**config.mk**
```make
export PLATFORM = sky130hd
export DESIGN_NAME = multicycle_control
export DESIGN_NICKNAME = d
export VERILOG_FILES = /design/src/rtl/multicycle_control.sv
export SDC_FILE = /design/constraint.sdc
export NUM_CORES = 1
export LEC_CHECK = 0
export ABC_AREA = 1
export CAP_MARGIN = 40
export CORE_MARGIN = 3
export CORE_UTILIZATION = 43
export CTS_BUF_LIST = sky130_fd_sc_hd__clkbuf_8
export DETAILED_ROUTE_END_ITERATION = 8
export HOLD_SLACK_MARGIN = 0.15
export PLACE_DENSITY = 0.86
export SYNTH_ARGS = -nofsm -noshare
export SYNTH_HDL_FRONTEND = slang
export SYNTH_SLANG_ARGS = --single-unit
export TNS_END_PERCENT = 1
```
**constraint.sdc**
```tcl
create_clock -name clock -period 3.1 [get_ports clock]
set_input_delay 0.465 -clock clock [delete_from_list [all_inputs] [get_ports clock]]
set_output_delay 0.465 -clock clock [all_outputs]
set_load 0.05 [all_outputs]
```
**src/rtl/multicycle_control.sv**
```systemverilog
// Multicycle MIPS-subset control FSM: fetch/decode/execute/mem/writeback.
// Ports: clock, reset, instruction, zero -> stage, ALU controls, strobes,
// illegal, and retired_count when MULTICYCLE_CONTROL_PERF_EN is defined.
module multicycle_control (
  input  logic        clock,
  input  logic        reset,
  input  logic [31:0] instruction,
  input  logic        zero,
  output logic [2:0]  stage,
  output logic [1:0]  alu_op,
  output logic [5:0]  alu_funct,
  output logic        alu_src,
  output logic        reg_dst,
  output logic        mem_to_reg,
  output logic        pc_write,
  output logic        pc_branch,
  output logic        mem_read,
  output logic        mem_write,
  output logic        reg_write,
  output logic        illegal
`ifdef MULTICYCLE_CONTROL_PERF_EN
  ,
  output logic [31:0] retired_count
`endif
);

  typedef enum logic [2:0] {
    S_FETCH  = 3'd0,
    S_DECODE = 3'd1,
    S_EXEC   = 3'd2,
    S_MEM    = 3'd3,
    S_WB     = 3'd4,
    S_HALT   = 3'd7
  } state_t;

  typedef enum logic [2:0] {
    C_R, C_LW, C_SW, C_ADDI, C_BEQ, C_HALT, C_ILL
  } cls_t;

  localparam logic [5:0] FUNCT_ADD = 6'b100000;

  state_t state_q;
  cls_t   cls_q;

  assign stage = state_q;

  logic [5:0] opc;
  cls_t       dec_cls;
  logic [1:0] dec_op;
  logic [5:0] dec_funct;
  logic       dec_src;
  logic       dec_dst;
  logic       dec_m2r;

  assign opc = instruction[31:26];

  // Operand fields are consumed by the datapath, not by control.
  logic unused_fields;
  assign unused_fields = ^instruction[25:6];

  always_comb begin
    dec_cls   = C_ILL;
    dec_op    = 2'b00;
    dec_funct = FUNCT_ADD;
    dec_src   = 1'b0;
    dec_dst   = 1'b0;
    dec_m2r   = 1'b0;
    unique case (1'b1)
      (opc == 6'b000000): begin
        dec_cls   = C_R;
        dec_op    = 2'b10;
        dec_dst   = 1'b1;
        dec_funct = instruction[5:0];
      end
      (opc == 6'b100011): begin
        dec_cls = C_LW;
        dec_src = 1'b1;
        dec_m2r = 1'b1;
      end
      (opc == 6'b101011): begin
        dec_cls = C_SW;
        dec_src = 1'b1;
      end
      (opc == 6'b001000): begin
        dec_cls = C_ADDI;
        dec_src = 1'b1;
      end
      (opc == 6'b000100): begin
        dec_cls = C_BEQ;
        dec_op  = 2'b01;
      end
      (opc == 6'b111111): begin
        dec_cls = C_HALT;
      end
      default: ;
    endcase
  end

  // Stage 0 with pc_write low only exists right after reset; it
  // becomes a real fetch cycle (pc_write high) on the next edge.
  always_ff @(posedge clock) begin
    if (reset) begin
      state_q    <= S_FETCH;
      cls_q      <= C_ILL;
      alu_op     <= 2'b00;
      alu_funct  <= FUNCT_ADD;
      alu_src    <= 1'b0;
      reg_dst    <= 1'b0;
      mem_to_reg <= 1'b0;
      pc_write   <= 1'b0;
      pc_branch  <= 1'b0;
      mem_read   <= 1'b0;
      mem_write  <= 1'b0;
      reg_write  <= 1'b0;
      illegal    <= 1'b0;
    end else begin
      pc_write  <= 1'b0;
      pc_branch <= 1'b0;
      mem_read  <= 1'b0;
      mem_write <= 1'b0;
      reg_write <= 1'b0;
      illegal   <= 1'b0;
      unique case (state_q)
        S_FETCH: begin
          if (pc_write) begin
            state_q    <= S_DECODE;
            cls_q      <= dec_cls;
            alu_op     <= dec_op;
            alu_funct  <= dec_funct;
            alu_src    <= dec_src;
            reg_dst    <= dec_dst;
            mem_to_reg <= dec_m2r;
            illegal    <= (dec_cls == C_ILL);
          end else begin
            pc_write <= 1'b1;
          end
        end
        S_DECODE: begin
          if (cls_q == C_ILL) begin
            state_q  <= S_FETCH;
            pc_write <= 1'b1;
          end else if (cls_q == C_HALT) begin
            state_q <= S_HALT;
          end else begin
            state_q <= S_EXEC;
          end
        end
        S_EXEC: begin
          if (cls_q == C_R || cls_q == C_ADDI) begin
            state_q   <= S_WB;
            reg_write <= 1'b1;
          end else begin
            state_q   <= S_MEM;
            mem_read  <= (cls_q == C_LW);
            mem_write <= (cls_q == C_SW);
            pc_branch <= (cls_q == C_BEQ) && zero;
          end
        end
        S_MEM: begin
          if (cls_q == C_LW) begin
            state_q   <= S_WB;
            reg_write <= 1'b1;
          end else begin
            state_q  <= S_FETCH;
            pc_write <= 1'b1;
          end
        end
        S_WB: begin
          state_q  <= S_FETCH;
          pc_write <= 1'b1;
        end
        S_HALT: begin
          state_q <= S_HALT;
        end
        default: begin
          state_q <= S_FETCH;
        end
      endcase
    end
  end

`ifdef MULTICYCLE_CONTROL_PERF_EN
  // Only stages 3/4 return to fetch for legal instructions; an
  // illegal opcode returns from stage 1 and is not counted.
  logic        retire;
  logic [31:0] count_q;

  assign retire = (state_q == S_WB) ||
                  (state_q == S_MEM && cls_q != C_LW);

  always_ff @(posedge clock) begin
    if (reset) begin
      count_q <= 32'd0;
    end else if (retire) begin
      count_q <= count_q + 32'd1;
    end
  end

  assign retired_count = count_q;
`endif

endmodule

```
==> results of run 1 <==
per-layer routing:
metal | vias up | share of wire, %
li1 | 523 | -
met1 | 443 | 42
met2 | 37 | 50
met3 | 4 | 7.8
met4 | 0 | 0.91
met5 | - | 0
tightest hold or removal path: stages (launching register included):
cell and delay (ns):
dfxtp_1 0.32, nand2_1 0.06, a21oi_1 0.05
final timing paths:
path              slack [ns]        to  startpoint
setup / recovery        1.08  stage[1]    stage[1]
setup reg to reg        1.77   alu_src    stage[0]
hold / removal          0.46   reg_dst     reg_dst
hold reg to reg         0.46   reg_dst     reg_dst
through the flow:
stage | util (%) | std cells
floorplan | - | 141
global placement | 61.79 | 200
detailed placement | 61.79 | 200
CTS | 63.87 | 204
global route | 63.87 | 204
finish | 63.87 | 204
area by class of cell:
type | count | area (um2) | share of cell area [%]
Clock inverter | 1 | 5.005 | 0.3509
Inverter | 17 | 63.81 | 4.474
Tap cell | 28 | 35.03 | 2.456
Multi-Input combinational cell | 98 | 480.5 | 33.68
Sequential cell | 23 | 460.4 | 32.28
Timing Repair Buffer | 34 | 340.3 | 23.86
Clock buffer | 3 | 41.29 | 2.895
power groups by stage:
stage	clock network, mW	logic (mW)	registers (mW)
floorplan	0	0.242	0.490
global placement	0	0.432	0.387
detailed placement	0	0.439	0.391
CTS	0.190	0.444	0.384
global route	0.199	0.488	0.391
finish	0.187	0.443	0.384
cell families after synthesis:
kind of cell / count (synthesis) / synth area share [%]
buffers and inverters: 20 / 8.737
DFF: 23 / 44.66
and+or+nand+nor: 74 / 33.86
AOI/OAI and AO/OA: 24 / 12.74
layout by cell type (no fill, tap or decap):
cell type | netlist | final
clkdlybuf4s50_1 | 0 | 34
nand2_1 | 32 | 32
dfxtp_1 | 23 | 23
nor2_1 | 18 | 18
inv_1 | 15 | 15
nand3_1 | 14 | 14
a21oi_1 | 11 | 11
o21ai_0 | 8 | 8
nor3_1 | 3 | 3
clkbuf_8 | 0 | 3
nor2_4 | 2 | 2
inv_2 | 2 | 2
a31oi_1 | 2 | 2
a21oi_2 | 2 | 2
nand2_4 | 1 | 1
nor2_8 | 1 | 1
o22ai_1 | 1 | 1
nand4_1 | 1 | 1
and2_1 | 1 | 1
nor3_2 | 1 | 1
clkinv_2 | 0 | 1
==> run_results.csv, run 1 <==
group,metric,value,unit
outcome,status,"complete, no violations",
worst_hold_path,holdPathStages,2,
clocking,cts_buffers,3,
timing,final.min_clock_period,2.018,ns
final_layout,n_fill_cell,205,
clocking,cts_max_level,1,
grt,grt_max_degree,16,
worst_setup_path,cp_slowest_cell,"clkdlybuf4s50_1",
grt,grt.busiest_layer,"met2",
die,row_count,17,
clocking,clk_pin_slew,0.08,ns
power,sw_frac_of_total,43.16,%
grt,use_met3,5.362,%
final_layout,fin_area,1426,um2
detailed_routing,drt-initial-drc-count,40,
clocking,cts_sinks,23,
die,core,2233,um2
die,dieWidth,54.97,um
die,initial_core_util,46.16,%
worst_setup_path,cp_num_cells,1,
final_layout,num-nets-final,212,
timing,fmax,495.6,MHz
grt,grt-ovfl-total,0,
synthesis,synthTopCellsByCount,"32 x nand2_1, 23 x dfxtp_1, 18 x nor2_1, 15 x inv_1, 14 x nand3_1",
detailed_routing,drtAntennaViolNets,0,
die,io_pins,55,
timing,setup_violations,0,
die,die_area,3021,um2
power,ir_worst_vdd,0.4079,mV
place,place_congestion,0.9004,
grt,grt_util_all_layers,18.52,%
timing,fin_ws,1.082,ns
final_layout,regMostFlops,"alu_funct",
clocking,clk_latency,0.27,ns
clocking,holdBufCountCts,0,
synthesis,synth_top_area_share,44.66,%
grt,grt_pass1_wl,4.098,mm
worst_setup_path,crit_buf_inv,1,
detailed_routing,wirelength,2.407,mm
synthesis,synth_edf_count,0,
timing,tns,0,ns
power,cellPowerDensity,710.4,nW/um2
power,comb_power_share,43.7,%
worst_setup_path,cp_cell_sequence,"clkdlybuf4s50_1",
clocking,cts_buffer_depth,2,
synthesis,ys_ff_latch,23,
worst_setup_path,cp_max_fo,5,
synthesis,synthesis.nets,176,
worst_setup_path,critPathKind,"reg2out",
place,io_buffers,34,
detailed_routing,drc,0,
power,finalPower,1.013,mW
synthesis,syn_avg_cell_area,7.312,um2
place,placed_area,1380,um2
power,p_clk_share,18.4,%
synthesis,synth_area,1031,um2
worst_setup_path,start_kind,"flip-flop",
power,cellInternalPower,0.5760,mW
clocking,ctsResizeCount,0,
final_layout,drive_gt1_share,7.386,%
detailed_routing,vias,1007,
synthesis,yosysWarnings,0,
worst_setup_path,ff2ff_path_depth,6,
worst_hold_path,hold_class,"reg2reg",
worst_setup_path,cp.required,2.63,ns
timing,hold_viol,0,
clocking,root_buffer,"clkbuf_8",
worst_setup_path,worstPathArrival,1.55,ns
place,pre_cts_ws,1.162,ns
final_layout,antennaDiodeCount,0,
timing,hold_ws,0.4629,ns
worst_setup_path,end_kind,"output pin",
place,post-dp-hpwl,1.794,mm
job,maxCapViolCount,0,
timing,slew_violations,0,
worst_setup_path,cp_top_family,"buffers and inverters",
timing,relSlewSlack,60.17,%
power,p_leak,0.5805,nW
synthesis,synth_most_common_cell,"nand2_1",
worst_setup_path,critPathMaxStageDelay,0.84,ns
synthesis,syn_inst,141,
grt,use_met2,32.09,%
final_layout,syn_to_final_growth,38.35,%
clocking,cts_setup_buffers,0,
grt,grt_pass1_vias,998,
synthesis,yosysTopAreaCell,"dfxtp_1",
grt,use_met1,21.45,%
synthesis,ys_seq_area_share,44.66,%
detailed_routing,firstDrtPassIters,4,
detailed_routing,post_drt_wl_per_cell,11.80,um
final_layout,largest_reg_flops,6,
synthesis,synth_ff_type,"dfxtp_1",
grt,antenna_found_initial,0,
power,switching_power,0.4373,mW
synthesis,synthTopCellsByArea,"dfxtp_1 45%, nand2_1 12%, nand3_1 6.8%",
timing,finClkSkew,0.005750,ns
synthesis,ys_types,20,
clocking,cts_tree,"done",
timing,period_share,65.08,%
power,sequentialPowerShare,37.8,%
detailed_routing,viasPerCell,4.936,
timing,rsz0062_at_grt,"no",
synthesis,ys_async_sr_fraction,0,%
die,die_y,54.97,um
timing,worstMarginPinSlew,0.5955,ns
No activity file was read; power rests on OpenSTA's default activity.
==> inputs of run 2 (changes only) <==
--- a/config.mk
+++ b/config.mk
@@ -8,11 +8,11 @@
 export ABC_AREA = 1
 export CAP_MARGIN = 40
 export CORE_MARGIN = 3
-export CORE_UTILIZATION = 43
+export CORE_UTILIZATION = 36
 export CTS_BUF_LIST = sky130_fd_sc_hd__clkbuf_8
 export DETAILED_ROUTE_END_ITERATION = 8
 export HOLD_SLACK_MARGIN = 0.15
-export PLACE_DENSITY = 0.86
+export PLACE_DENSITY = 0.77
 export SYNTH_ARGS = -nofsm -noshare
 export SYNTH_HDL_FRONTEND = slang
 export SYNTH_SLANG_ARGS = --single-unit
==> constraint.sdc (replaced) <==
create_clock -name clock -period 1.8 [get_ports clock]
set_input_delay 0.27 -clock clock [delete_from_list [all_inputs] [get_ports clock]]
set_output_delay 0.27 -clock clock [all_outputs]
set_load 0.05 [all_outputs]
==> run 2 against run 1 <==
Setup slack lost 0.97 ns. Die area increased by 17%. Utilization is 8.7 points lower. Clock power increased by 64%. Power grew 70%. Critical path depth unchanged. Register-to-register slack lost 1.3 ns. First-iteration DRC count is 48% lower. Non-clock buffer count increased by 1. Combinational power increased by 72%. Final cell count rose by 1.5%. Clock skew fell by 0.0037 ns. Largest cell class unchanged. Largest power group unchanged. Highest routed layer unchanged.
==> run_results.csv, run 2 (synthesized netlist as in run 1, its figures left out) <==
group,metric,value,unit
grt,antenna_found_initial,0,
clocking,clk_pin_slew,0.07,ns
power,cellPowerDensity,1210,nW/um2
clocking,cts_buffer_depth,2,
detailed_routing,vias,1028,
worst_setup_path,critPathMaxStageDelay,0.82,ns
grt,grt_pass1_vias,1011,
die,row_count,18,
final_layout,num-nets-final,213,
power,p_clk_share,17.8,%
timing,fin_ws,0.1081,ns
power,comb_power_share,44.0,%
final_layout,ff_latch_area,460.4,um2
worst_setup_path,cp.required,1.53,ns
timing,slew_violations,0,
power,p_leak,0.5924,nW
worst_setup_path,critPathKind,"reg2out",
power,cellInternalPower,0.9855,mW
final_layout,mostFrequentLayoutCells,"32 x nand2_1, 31 x clkdlybuf4s50_1, 23 x dfxtp_1",
final_layout,syn_to_final_growth,38.47,%
detailed_routing,post_drt_wl_per_cell,11.40,um
place,io_buffers,34,
final_layout,drive_gt1_share,9.040,%
clocking,cts_max_level,1,
job,maxCapViolCount,0,
final_layout,layout_commonest_cell,"nand2_1",
final_layout,antennaDiodeCount,0,
power,switching_power,0.7415,mW
worst_setup_path,cp_slowest_cell,"clkdlybuf4s50_1",
worst_setup_path,start_kind,"flip-flop",
worst_setup_path,cp_top_family,"buffers and inverters",
detailed_routing,drc,0,
timing,period_share,94.00,%
timing,finClkSkew,0.002009,ns
outcome,status,"complete, no violations",
detailed_routing,drt-initial-drc-count,21,
grt,grt_max_degree,16,
timing,rsz0062_at_grt,"no",
timing,worstMarginPinSlew,0.5128,ns
final_layout,largest_reg_flops,6,
detailed_routing,wirelength,2.360,mm
clocking,cts_buffers,3,
die,die_area,3542,um2
power,ir_worst_vdd,1.017,mV
final_layout,final_core_util,55.12,%
grt,grt_util_all_layers,14.79,%
final_layout,regMostFlops,"alu_funct",
detailed_routing,viasPerCell,4.966,
worst_hold_path,hold_class,"reg2reg",
detailed_routing,firstDrtPassIters,4,
place,pre_cts_ws,0.1446,ns
timing,hold_viol,0,
place,place_congestion,0.7811,
worst_setup_path,cp_max_fo,2,
timing,fmax,591.0,MHz
worst_setup_path,crit_buf_inv,1,
power,sequentialPowerShare,38.2,%
place,post-dp-hpwl,1.762,mm
clocking,holdBufCountCts,0,
die,initial_core_util,39.81,%
clocking,root_buffer,"clkbuf_8",
clocking,cts_setup_buffers,0,
detailed_routing,drtAntennaViolNets,0,
worst_setup_path,end_kind,"output pin",
die,core,2590,um2
power,sw_frac_of_total,42.93,%
final_layout,multi_input_area,480.5,um2
clocking,cts_sinks,23,
timing,tns,0,ns
grt,grt_pass1_wl,4.064,mm
worst_setup_path,rrSetupSlack,0.47,ns
worst_setup_path,cp_cell_sequence,"clkdlybuf4s50_1",
clocking,cts_tree,"done",
die,die_y,59.52,um
worst_setup_path,worstPathArrival,1.42,ns
clocking,clk_latency,0.26,ns
timing,hold_ws,0.4678,ns
clocking,ctsResizeCount,0,
grt,grt-ovfl-total,0,
die,dieWidth,59.52,um
final_layout,n_fill_cell,253,
die,io_pins,55,
timing,final.min_clock_period,1.692,ns
timing,relSlewSlack,65.71,%
timing,setup_violations,0,
==> run 2: changes by cell type in the layout (fill, tap and decap cells not counted) <==
cell	previous run	this run
buf_4	0	4
clkdlybuf4s50_1	34	31
clkinv_2	1	0
inv_1	15	16
==> run 2: final cells by class <==
| class | count | area share, % |
|---|---|---|
| multi-input combinational | 98 | 33.65 |
| sequential | 23 | 32.25 |
| timing repair buffer | 35 | 23.84 |
| inverter | 17 | 4.470 |
| clock buffer | 3 | 2.892 |
| tap | 30 | 2.629 |
| clock inverter | 1 | 0.2629 |
==> run 2: per-stage QoR <==
stage / total power [mW] / area (um2) / std cells
finish: 1.727 / 1428 / 207
global route: 1.839 / 1428 / 207
CTS: 1.739 / 1428 / 207
detailed placement: 1.424 / 1383 / 203
global placement: 1.410 / 1383 / 203
floorplan: 1.260 / 1031 / 141
==> run 2: path summary, 6_finish.rpt <==
kind,from,end,depth (start not counted)
max,alu_op[0],alu_op[0],1
min,reg_dst,reg_dst,2
max reg2reg,stage[0],alu_src,6
min reg2reg,reg_dst,reg_dst,2
==> run 2: worst reg2reg max path: stages (launching register included) <==
cell	delay, ns
dfxtp_1	0.36
nor2_4	0.16
nand2_4	0.09
nor2_8	0.19
inv_2	0.16
nor2_1	0.17
a21oi_1	0.09
==> run 2: routing by layer <==
metal,global-route usage (%),share of wire (%),vias to the layer above
met1,16.09,41,461
met2,26.21,48,35
li1,-,-,526
met4,5.063,1.3,0
met3,5.447,9.4,6
met5,0,0,-
==> run 2: power by group through the flow <==
stage	Clock [mW]	Combinational, mW	Sequential (mW)
final	0.307	0.760	0.659
after global routing	0.331	0.834	0.673
after CTS	0.318	0.761	0.661
after detailed placement	0	0.754	0.671
after global placement	0	0.744	0.666
after floorplan	0	0.417	0.843
